File: src/rtl/antilog.sv
//------------------------------------------------------------------------------
// antilog : iterative base-2 antilogarithm, {e[2:0], c[4:0]} -> round(2^(e+c/32))
// Rev 1.0 : initial release
//------------------------------------------------------------------------------
`default_nettype none

module antilog #(
    parameter int DATA_WIDTH = 8
) (
    input  logic                  clk_i,
    input  logic                  rstn_i,
    input  logic                  valid_i,
    input  logic [DATA_WIDTH-1:0] log_i,
    output logic                  ready_o,
    output logic [DATA_WIDTH-1:0] number_o,
    output logic                  valid_o
);

    typedef enum logic [1:0] {
        S_IDLE  = 2'd0,
        S_ITER  = 2'd1,
        S_SCALE = 2'd2
    } state_t;

    state_t                  r_state;
    logic [10:0]             r_m;
    logic [2:0]              r_k;
    logic [2:0]              r_e;
    logic [4:0]              r_c;
    logic                    r_ready;
    logic                    r_valid;
    logic [DATA_WIDTH-1:0]   r_number;

    logic [10:0]             w_kc;
    logic                    w_bit;
    logic [21:0]             w_prod;
    logic [21:0]             w_mshift;
    logic [10:0]             w_mnext;
    logic [17:0]             w_sc;
    logic [17:0]             w_r;
    logic [DATA_WIDTH-1:0]   w_num;

    // Q1.10 root-of-two constant and fraction bit for the current step
    always_comb begin
        w_kc  = 11'd1046;
        w_bit = r_c[0];
        case (r_k)
            3'd4:    begin w_kc = 11'd1448; w_bit = r_c[4]; end
            3'd3:    begin w_kc = 11'd1218; w_bit = r_c[3]; end
            3'd2:    begin w_kc = 11'd1117; w_bit = r_c[2]; end
            3'd1:    begin w_kc = 11'd1069; w_bit = r_c[1]; end
            default: begin w_kc = 11'd1046; w_bit = r_c[0]; end
        endcase
    end

    assign w_prod   = {11'd0, r_m} * {11'd0, w_kc};
    assign w_mshift = (w_prod + 22'd512) >> 10;
    assign w_mnext  = (|w_mshift[21:11]) ? 11'h7FF : w_mshift[10:0];

    assign w_sc  = {7'd0, r_m} << r_e;
    assign w_r   = (w_sc + 18'd512) >> 10;
    assign w_num = (|w_r[17:DATA_WIDTH]) ? {DATA_WIDTH{1'b1}} : w_r[DATA_WIDTH-1:0];

    always_ff @(posedge clk_i or negedge rstn_i) begin
        if (!rstn_i) begin
            r_state  <= S_IDLE;
            r_m      <= 11'd0;
            r_k      <= 3'd0;
            r_e      <= 3'd0;
            r_c      <= 5'd0;
            r_ready  <= 1'b1;
            r_valid  <= 1'b0;
            r_number <= '0;
        end else begin
            r_valid <= 1'b0;
            case (r_state)
                S_IDLE: begin
                    if (valid_i) begin
                        r_e     <= log_i[7:5];
                        r_c     <= log_i[4:0];
                        r_m     <= 11'd1024;
                        r_k     <= 3'd4;
                        r_ready <= 1'b0;
                        r_state <= S_ITER;
                    end
                end
                S_ITER: begin
                    if (w_bit) begin
                        r_m <= w_mnext;
                    end
                    r_k <= r_k - 3'd1;
                    if (r_k == 3'd0) begin
                        r_state <= S_SCALE;
                    end
                end
                S_SCALE: begin
                    r_number <= w_num;
                    r_valid  <= 1'b1;
                    r_ready  <= 1'b1;
                    r_state  <= S_IDLE;
                end
                default: begin
                    r_ready <= 1'b1;
                    r_state <= S_IDLE;
                end
            endcase
        end
    end

    assign ready_o  = r_ready;
    assign valid_o  = r_valid;
    assign number_o = r_number;

endmodule

`default_nettype wire

File: config.mk
export PLATFORM = sky130hd
export DESIGN_NAME = antilog
export DESIGN_NICKNAME = d
export VERILOG_FILES = /design/src/rtl/antilog.sv
export SDC_FILE = /design/constraint.sdc
export NUM_CORES = 1
export LEC_CHECK = 0
export ABC_AREA = 1
export ABC_CLOCK_PERIOD_IN_PS = 14500
export CORE_ASPECT_RATIO = 1.25
export CORE_UTILIZATION = 65
export DETAILED_ROUTE_END_ITERATION = 10
export GPL_TIMING_DRIVEN = 0
export PLACE_DENSITY = 0.84
export SLEW_MARGIN = 20
export SYNTH_ARGS = -nofsm -noshare
export SYNTH_HDL_FRONTEND = slang
export SYNTH_SLANG_ARGS = --single-unit
export TNS_END_PERCENT = 100
File: constraint.sdc
create_clock -name clk_i -period 14.5 [get_ports clk_i]
set_input_delay 2.175 -clock clk_i [delete_from_list [all_inputs] [get_ports clk_i]]
set_output_delay 2.175 -clock clk_i [all_outputs]
set_load 0.01 [all_outputs]
**Yosys cells after proc, flatten, opt, wreduce, memory -nomap -nowiden**

Cells that the tools add are included.

- Add/sub/neg operators: 3
- Multiply operators: 1
- Div/mod/pow operators: 0
- $lt $le $gt $ge: 0
- Equality and inequality tests: 9
- Shift-type cells: 1
- Muxes and demuxes: 14
- Bitwise operators: 1
- Reduce and logical (&&, ||, !) cells: 8

Operators with widths:

| kind | number |
|---|---|
| 9-bit case mux with 4 select lines | 1 |
| 11-bit two-way mux | 3 |
| 22-bit by 10-bit adder with 22-bit output, second input constant | 1 |
| 11-bit by 11-bit multiplier with 22-bit output | 1 |
| 11-bit case mux with 2 select lines | 1 |
| 18-bit by 10-bit adder with 18-bit output, second input constant | 1 |
| 11-bit by 3-bit << shifter with 18-bit output | 1 |
| 2-bit AND reduction | 4 |
| 3-bit by 2-bit == test with 1-bit output, second input constant | 2 |
| 2-bit inequality test, second input constant | 3 |
| 3-bit case mux with 2 select lines | 1 |
| 2-bit two-way mux | 2 |
| 1-bit case mux with 4 select lines | 1 |
| 2-bit case mux with 2 select lines | 1 |
| 3-bit by 1-bit == test with 1-bit output, second input constant | 1 |
| 3-bit == test, second input constant | 1 |
| 3-bit logical NOT | 1 |
| 3-bit two-way mux | 1 |
| 3-bit AND reduction | 1 |
| 3-bit by 1-bit subtractor with 3-bit output, second input constant | 1 |
| 2-bit by 1-bit == test with 1-bit output, second input constant | 1 |
| 2-bit == test, second input constant | 1 |
| 2-bit logical NOT | 1 |
| 1-bit two-way mux | 2 |
| 3 further kinds | 3 |

- Bits in registers: 34
- Latch bits: 0
- Memory bits (writable): 0
- ROM bits: 0
- Input port bits: 11
- Output and inout port bits: 10
- Word-level logic and storage cells: 45
- Memories kept: 0

**Longest topological paths before layout**

Gate-level depths: netlist (run 1).

- Depth in word-level cells: 7
- Gate-level depth with buffers: 29
- Depth with buffers taken out: 29

**Least setup slack after synthesis (run 1)**

Ideal clock, no wire load.

- Path kind: register to register
- Start: reg r_k[0]
- End: reg r_m[4]
- Library setup time: 123 ps
- Arrival: 5,313 ps
- Data required time: 14,377 ps
- Setup slack: 9,064 ps
- Stages on the path, launching flop included: 28
- Buffers on the path: 0
- Clock period less this slack: 5,436 ps
- Path through: dfrtp_1 -> inv_1 -> ha_1 -> nand2_1 -> nand2_2 -> clkinv_1 -> nor2_1 -> inv_1 -> nand2_1 -> fa_1 -> fa_1 -> fa_1 -> inv_1 -> fa_1 -> inv_1 -> fa_1 -> inv_1 -> ha_1 -> nand2_1 -> nand2_1 -> a21oi_2 -> nand2_1 -> nand2_1 -> nand3_1 -> nand2_2 -> nand2_4 -> o21ai_0 -> nand2_1

- Cells in the longest elaborated chain, start to end: 7
- Elaborated cells on any way between the ends: 13
- Classes of those cells: add/sub (1); mul (1); eq/ne (5); mux (5); reduce/logical (1)

RTL lines:

| item | line | RTL |
|---|---|---|
| start, declared | 27 | `logic [2:0] r_k;` |
| start signal, assigned | 91 | `r_k <= r_k - 3'd1;` |
| 3-bit by 1-bit == test with 1-bit output (tied with other cells) | 47 | `case (r_k)` |
| 9-bit case mux with 4 select lines | 47 |  |
| 11-bit by 11-bit multiplier with 22-bit output | 56 | `assign w_prod = {11'd0, r_m} * {11'd0, w_kc};` |
| 22-bit by 10-bit adder with 22-bit output | 57 | `assign w_mshift = (w_prod + 22'd512) >> 10;` |
| 11-bit two-way mux | 58 | `assign w_mnext = (\|w_mshift[21:11]) ? 11'h7FF : w_mshift[10:0];` |
| 11-bit two-way mux | 88 | `if (w_bit) begin` |
| 11-bit case mux with 2 select lines | 76 | `case (r_state)` |
| end signal, assigned | 89 | `r_m <= w_mnext;` |
| end, declared | 26 | `logic [10:0] r_m;` |

Several ways; a longest one is shown, not always the timed one. The select of a mux whose other input is x is not followed.
A chain may end at the register's enable or synchronous reset.

**Worst setup path in the final report (run 1)**

- Start: reg r_k[0]
- End: reg r_m[9]

The elaborated chain is that of the path after synthesis.

==> results of run 1 <==
-- metal layers --
metal	routed length, um	share of wire (%)	track usage, %	vias to the layer above
met1	5880	41	42.9	2433
met2	7160	50	59.2	151
met3	654	4.6	3.22	47
met5	0	0	0	-
li1	-	-	-	2443
met4	518	3.6	11.8	0
-- registers in the layout (all words and copies together), names as in the netlist --
register  cells
r_e           3
r_state       2
valid_o       1
r_m          11
r_c           5
number_o      8
ready_o       1
r_k           3
-- cells in the final DEF (no fill, tap or decap), types with 5 or more instances in the layout --
cell type	count
nand2_2	5
nand2_4	6
a21oi_1	15
nor2_1	106
dfrtp_1	33
inv_1	137
nand2_1	201
o21ai_0	21
o21ai_1	11
nand3_1	25
o21ai_2	6
clkbuf_8	7
ha_1	75
inv_2	13
fa_1	70
clkdlybuf4s50_1	19
-- stage by stage --
step                      hold WS (ns)  util, %
after floorplan                  0.443        -
after global placement           0.457     71.1
after detailed placement         0.468     71.3
after CTS                        0.488     72.4
after global routing             0.516     72.4
final                            0.485     72.4
-- kinds of logic after synthesis --
| family | after synthesis |
|---|---|
| and+or+nand+nor | 363 |
| buffers and inverters | 163 |
| adders and majority gates | 145 |
| AOI/OAI and AO/OA | 69 |
| DFF | 34 |
| xor gates and xnor gates | 5 |
-- critical path: cells and delay by family (launching register included) --
kind	cells	cell delay, ns
compound gates	2	0.42
fa+ha+maj	7	3.00
flops	1	0.41
simple gates	11	1.50
buf+inv	7	0.95
-- cell type report --
cell class	count	area share, %
Clock buffer	6	1.31
Multi-Input combinational cell	582	68.7
Clock inverter	2	0.199
Tap cell	120	2.38
Timing Repair Buffer	21	3.53
Sequential cell	34	13.5
Inverter	153	9.11
Buffer	10	1.27
-- how the worst max path moves through the flow --
stage | start | endpoint | slack, ns | cells after the start
after floorplan | r_k[0] | r_m[4] | 9.06 | 27
after global placement | r_k[0] | r_m[9] | 8.31 | 27
after detailed placement | r_k[0] | r_m[9] | 8.16 | 27
after CTS | r_k[0] | r_m[9] | 8.12 | 27
after global routing | r_k[0] | r_m[9] | 7.65 | 27
final | r_k[0] | r_m[9] | 8.08 | 27
==> run_results.csv, run 1 <==
group,metric,value,unit
timing,slew_violations,0,
drt,drc,0,
timing,worst_pin_slew,0.923,ns
floorplanning,die_area,9360,sq um
setup_path,rrSetupSlack,8.08,ns
global_routing,grt_antenna_before_repair,0,
timing,finalCritPeriodShare,44.2,%
setup_path,crit_required,14.68,ns
clocking,cts-buffers-inserted,5,
setup_path,cp_max_fo,9,
timing,rsz0062_at_grt,"no",
finish,fill_cells,743,
clocking,cts.sinks,34,
synthesis,post-synth-top-count-cell,"nand2_1",
synthesis,synth_cells,779,
timing,skew,0.0112,ns
drt,routed_wl,14200,um
global_routing,overflow,0,
finish,drive_gt1_share,7.55,%
timing,slew_headroom,38.2,%
clocking,cts_tree,"yes",
timing,fin_ws,8.08,ns
synthesis,netlist.area_leader.share,24.0,%
global_routing,grt_start_max_net_pins,25,
clocking,htree_levels,2,
drt,vias,5074,
status,status,"complete, no violations",
floorplanning,fp-row-count,38,
placed_design,placed_cell_area,6210,sq um
drt,routed_via_density,5.47,
synthesis,async_flop_share,100,%
setup_path,slowest_stage,"fa_1",
placed_design,dp_slack,8.16,ns
timing,setup_violations,0,
synthesis,yosys_warnings,0,
synthesis,synthAdderAreaFrac,40.1,%
finish,fin_cells,928,
finish,antennaDiodeCount,0,
setup_path,ff2ff_path_depth,27,
drt,drt-initial-drc-count,330,
global_routing,grt_pass1_vias,5117,
setup_path,worstReg2RegEnd,"r_m[9]",
drt,wl_per_cell,15.3,um
synthesis,synth_common_cells,"nand2_1 (201), inv_1 (137), nor2_1 (106)",
placed_design,gp_congestion,0.923,
synthesis,synth_compound_area_share,7.06,%
setup_path,slowest_delay,0.58,ns
global_routing,grtUsageTotal,33.6,%
synthesis,synth-edff-count,0,
floorplanning,die_w,86.7,um
synthesis,synth_cell_types,43,
clocking,ctsHoldBuffers,0,
synthesis,synth_top_area_cell,"fa_1",
placed_design,placed_cells,920,
floorplanning,die_h,108,um
min_path,hp-start,"r_c[0]",
synthesis,avgSynthCellArea,7.49,sq um
timing,hold_viol_final,0,
clocking,insertion_delay,0.30,ns
placed_design,port_buffers,20,
synthesis,synth_mux_area_share,0,%
synthesis,netlist_area,5830,sq um
timing,fmax,0.156,GHz
timing,final.setup.tns,0,ns
floorplanning,start_util,67.1,%
setup_path,r2r_start,"r_k[0]",
floorplanning,io_pins,21,
synthesis,ys_ff_latch,34,
synthesis,synth-simple-area-share,26.3,%
min_path,min_path_cells,2,
clocking,ctsRootBufferMaster,"clkbuf_8",
timing,min_period,6.42,ns
finish,multi_input_area,4330,sq um
setup_path,critPathArrivalTime,6.59,ns
global_routing,grt_pass1_wl,24000,um
min_path,hold_class,"reg -> reg",
synthesis,synth_top_family_by_area,"adder cells",
min_path,worst_hold_path.endpoint,"r_c[0]",
finish,seqCellArea,852,sq um
floorplanning,core_area,8700,sq um
run,drv_cap,0,
drt,ant_nets,0,
synthesis,ys_seq_area_share,14.6,%
clocking,cts_resized,0,
clocking,clkTransAtPathRegs,0.08,ns
clocking,cts_setup_buffers,0,
clocking,clockBufferDepth,2,
synthesis,synth_area_leaders,"fa_1 (24%), ha_1 (16%), dfrtp_1 (14%)",
finish,nets,963,
finish,syn2layout_area_growth,8.02,%
synthesis,ys.flop_type,"dfrtp_1",
drt,first_pass_iters,5,
synthesis,synth_xor_area_share,0.751,%
synthesis,syn-num-nets,935,
placed_design,dp.final_hpwl,12100,um
setup_path,crit_path_start_kind,"register",
finish,finish.instance_area,6300,sq um
setup_path,end_kind,"register",
setup_path,crit_type,"reg -> reg",
Power of run 1 is left out: the tool's default activity adds up to more than one toggle a clock period on the data nets, which glitch-free logic cannot reach.
==> run 2, diff against run 1 <==
--- a/config.mk
+++ b/config.mk
@@ -6,12 +6,12 @@
 export NUM_CORES = 1
 export LEC_CHECK = 0
 export ABC_AREA = 1
-export ABC_CLOCK_PERIOD_IN_PS = 14500
+export ABC_CLOCK_PERIOD_IN_PS = 6400
 export CORE_ASPECT_RATIO = 1.25
-export CORE_UTILIZATION = 65
+export CORE_UTILIZATION = 64
 export DETAILED_ROUTE_END_ITERATION = 10
 export GPL_TIMING_DRIVEN = 0
-export PLACE_DENSITY = 0.84
+export PLACE_DENSITY = 0.83
 export SLEW_MARGIN = 20
 export SYNTH_ARGS = -nofsm -noshare
 export SYNTH_HDL_FRONTEND = slang
==> constraint.sdc (replaced) <==
create_clock -name clk_i -period 6.4 [get_ports clk_i]
set_input_delay 0.96 -clock clk_i [delete_from_list [all_inputs] [get_ports clk_i]]
set_output_delay 0.96 -clock clk_i [all_outputs]
set_load 0.01 [all_outputs]
==> run 2 against run 1 <==
Worst hold slack got worse by 0.0018 ns. Register-to-register slack got worse by 7.7 ns. Die area rose by 1.5%. Wire length shrank 1.2%. Flip-flop and latch count unchanged. Global-route usage shrank 0.81 points. Via count rose by 0.81%.
==> run_results.csv, run 2 (same netlist as run 1, synthesis figures left out) <==
group,metric,value,unit
timing,setup_violations,0,
placed_design,gp_congestion,1.00,
timing,slew_headroom,51.2,%
floorplanning,die_area,9500,sq um
global_routing,overflow,0,
floorplanning,die_w,87.4,um
global_routing,grt_pass1_vias,5196,
setup_path,cp_max_fo,9,
clocking,insertion_delay,0.30,ns
drt,routed_via_density,5.51,
timing,finalCritPeriodShare,93.8,%
setup_path,crit_required,6.59,ns
drt,wl_per_cell,15.1,um
finish,nets,964,
placed_design,placed_cells,920,
setup_path,critPathArrivalTime,6.19,ns
placed_design,port_buffers,20,
drt,drt-initial-drc-count,418,
drt,ant_nets,0,
floorplanning,die_h,109,um
clocking,htree_levels,2,
global_routing,grtUsageTotal,32.8,%
timing,hold_viol_final,0,
drt,drc,0,
setup_path,crit_type,"reg -> reg",
timing,slew_violations,0,
clocking,cts-buffers-inserted,5,
drt,first_pass_iters,5,
clocking,clkTransAtPathRegs,0.08,ns
setup_path,end_kind,"register",
finish,mostFrequentLayoutCells,"nand2_1 (200), inv_1 (137), nor2_1 (103)",
clocking,clockBufferDepth,2,
clocking,cts.sinks,34,
placed_design,dp.final_hpwl,11800,um
clocking,cts_tree,"yes",
finish,fill_cells,729,
drt,vias,5115,
timing,skew,0.00536,ns
drt,routed_wl,14000,um
finish,seqCellArea,852,sq um
status,status,"complete, no violations",
finish,final_common_cell,"nand2_1",
timing,worst_pin_slew,0.730,ns
min_path,hold_class,"reg -> reg",
floorplanning,io_pins,21,
global_routing,grt_antenna_before_repair,0,
global_routing,grt_start_max_net_pins,21,
setup_path,crit_path_start_kind,"register",
finish,drive_gt1_share,8.41,%
finish,largest_register_ffs,11,
floorplanning,core_area,8750,sq um
floorplanning,fp-row-count,38,
timing,min_period,6.00,ns
clocking,ctsRootBufferMaster,"clkbuf_8",
finish,syn2layout_area_growth,9.37,%
finish,regMostFlops,"r_m",
run,drv_cap,0,
finish,fin_cells,929,
floorplanning,start_util,66.7,%
finish,multi_input_area,4350,sq um
global_routing,grt_pass1_wl,24000,um
timing,fmax,0.167,GHz
clocking,ctsHoldBuffers,0,
finish,antennaDiodeCount,0,
## run 2: worst paths after layout
path | startpoint | endpoint | slack [ns] | depth (start not counted)
worst max-delay path | r_k[0] | r_m[5] | 0.40 | 27
worst min-delay path | number_o[7] | number_o[7] | 0.48 | 2
worst max register to register | r_k[0] | r_m[5] | 0.40 | 27
worst min register to register | number_o[7] | number_o[7] | 0.48 | 2
max in group asynchronous | rstn_i | ready_o | 5.29 | 2
min in group asynchronous | rstn_i | r_m[0] | 0.58 | 1
## run 2: timing repair
action                     in CTS  in global routing
setup endpoints to repair       0                 11
setup buffers                   0                  1
resized for setup               0                  9
## run 2: cell type report
type | instances | share of cell area [%]
Buffer | 10 | 1.25
Clock buffer | 5 | 1.08
Clock inverter | 3 | 1.08
Inverter | 153 | 9.06
Multi-Input combinational cell | 582 | 68.2
Sequential cell | 34 | 13.4
Tap cell | 120 | 2.35
Timing Repair Buffer | 22 | 3.61
## run 2: layer usage
metal	vias to the layer above	global-route usage (%)	share of wire [%]
met1	2430	40.7	40
li1	2433	-	-
met2	196	56.1	50
met5	-	0	0
met4	0	14.5	4.0
met3	56	5.07	5.9
## run 2: through the flow
stage / hold slack (ns) / area [sq um] / utilization (%) / setup WS (ns) / setup TNS, ns
after global placement: 0.454 / 6180 / 70.7 / 0.192 / 0
after global routing: 0.508 / 6380 / 72.9 / -0.00740 / -0.00740
after detailed placement: 0.465 / 6210 / 71.0 / 0.101 / 0
after floorplan: 0.443 / 5830 / - / 0.964 / 0
after CTS: 0.486 / 6340 / 72.5 / 0.0806 / 0
final: 0.484 / 6380 / 72.9 / 0.399 / 0
## run 2: worst max-delay path, stage by stage (launching register included)
cell     delay, ns
dfrtp_1       0.38
inv_1         0.10
ha_1          0.21
nand2_1       0.13
nand2_1       0.22
nor2_4        0.19
nor2_2        0.09
inv_2         0.16
nand2_1       0.11
fa_1          0.55
inv_1         0.07
fa_1          0.53
fa_1          0.44
fa_1          0.54
inv_1         0.05
fa_1          0.54
inv_1         0.07
ha_1          0.35
nand2_1       0.14
inv_1         0.07
a21oi_2       0.21
nand2_1       0.08
nand2_1       0.10
nand3_1       0.09
nand2_2       0.11
nand2_4       0.10
o21ai_0       0.19
nand2_1       0.06
Power of run 2 is left out for the same reason.
==> run 3, diff against run 2 <==
--- a/config.mk
+++ b/config.mk
@@ -9,6 +9,7 @@
 export ABC_CLOCK_PERIOD_IN_PS = 6400
 export CORE_ASPECT_RATIO = 1.25
 export CORE_UTILIZATION = 64
+export CTS_CLUSTER_SIZE = 20
 export DETAILED_ROUTE_END_ITERATION = 10
 export GPL_TIMING_DRIVEN = 0
 export PLACE_DENSITY = 0.83
==> results of run 3 <==
The final DEF is identical to that of run 2; final timing and power are the same.
Power of run 3 is left out for the same reason.
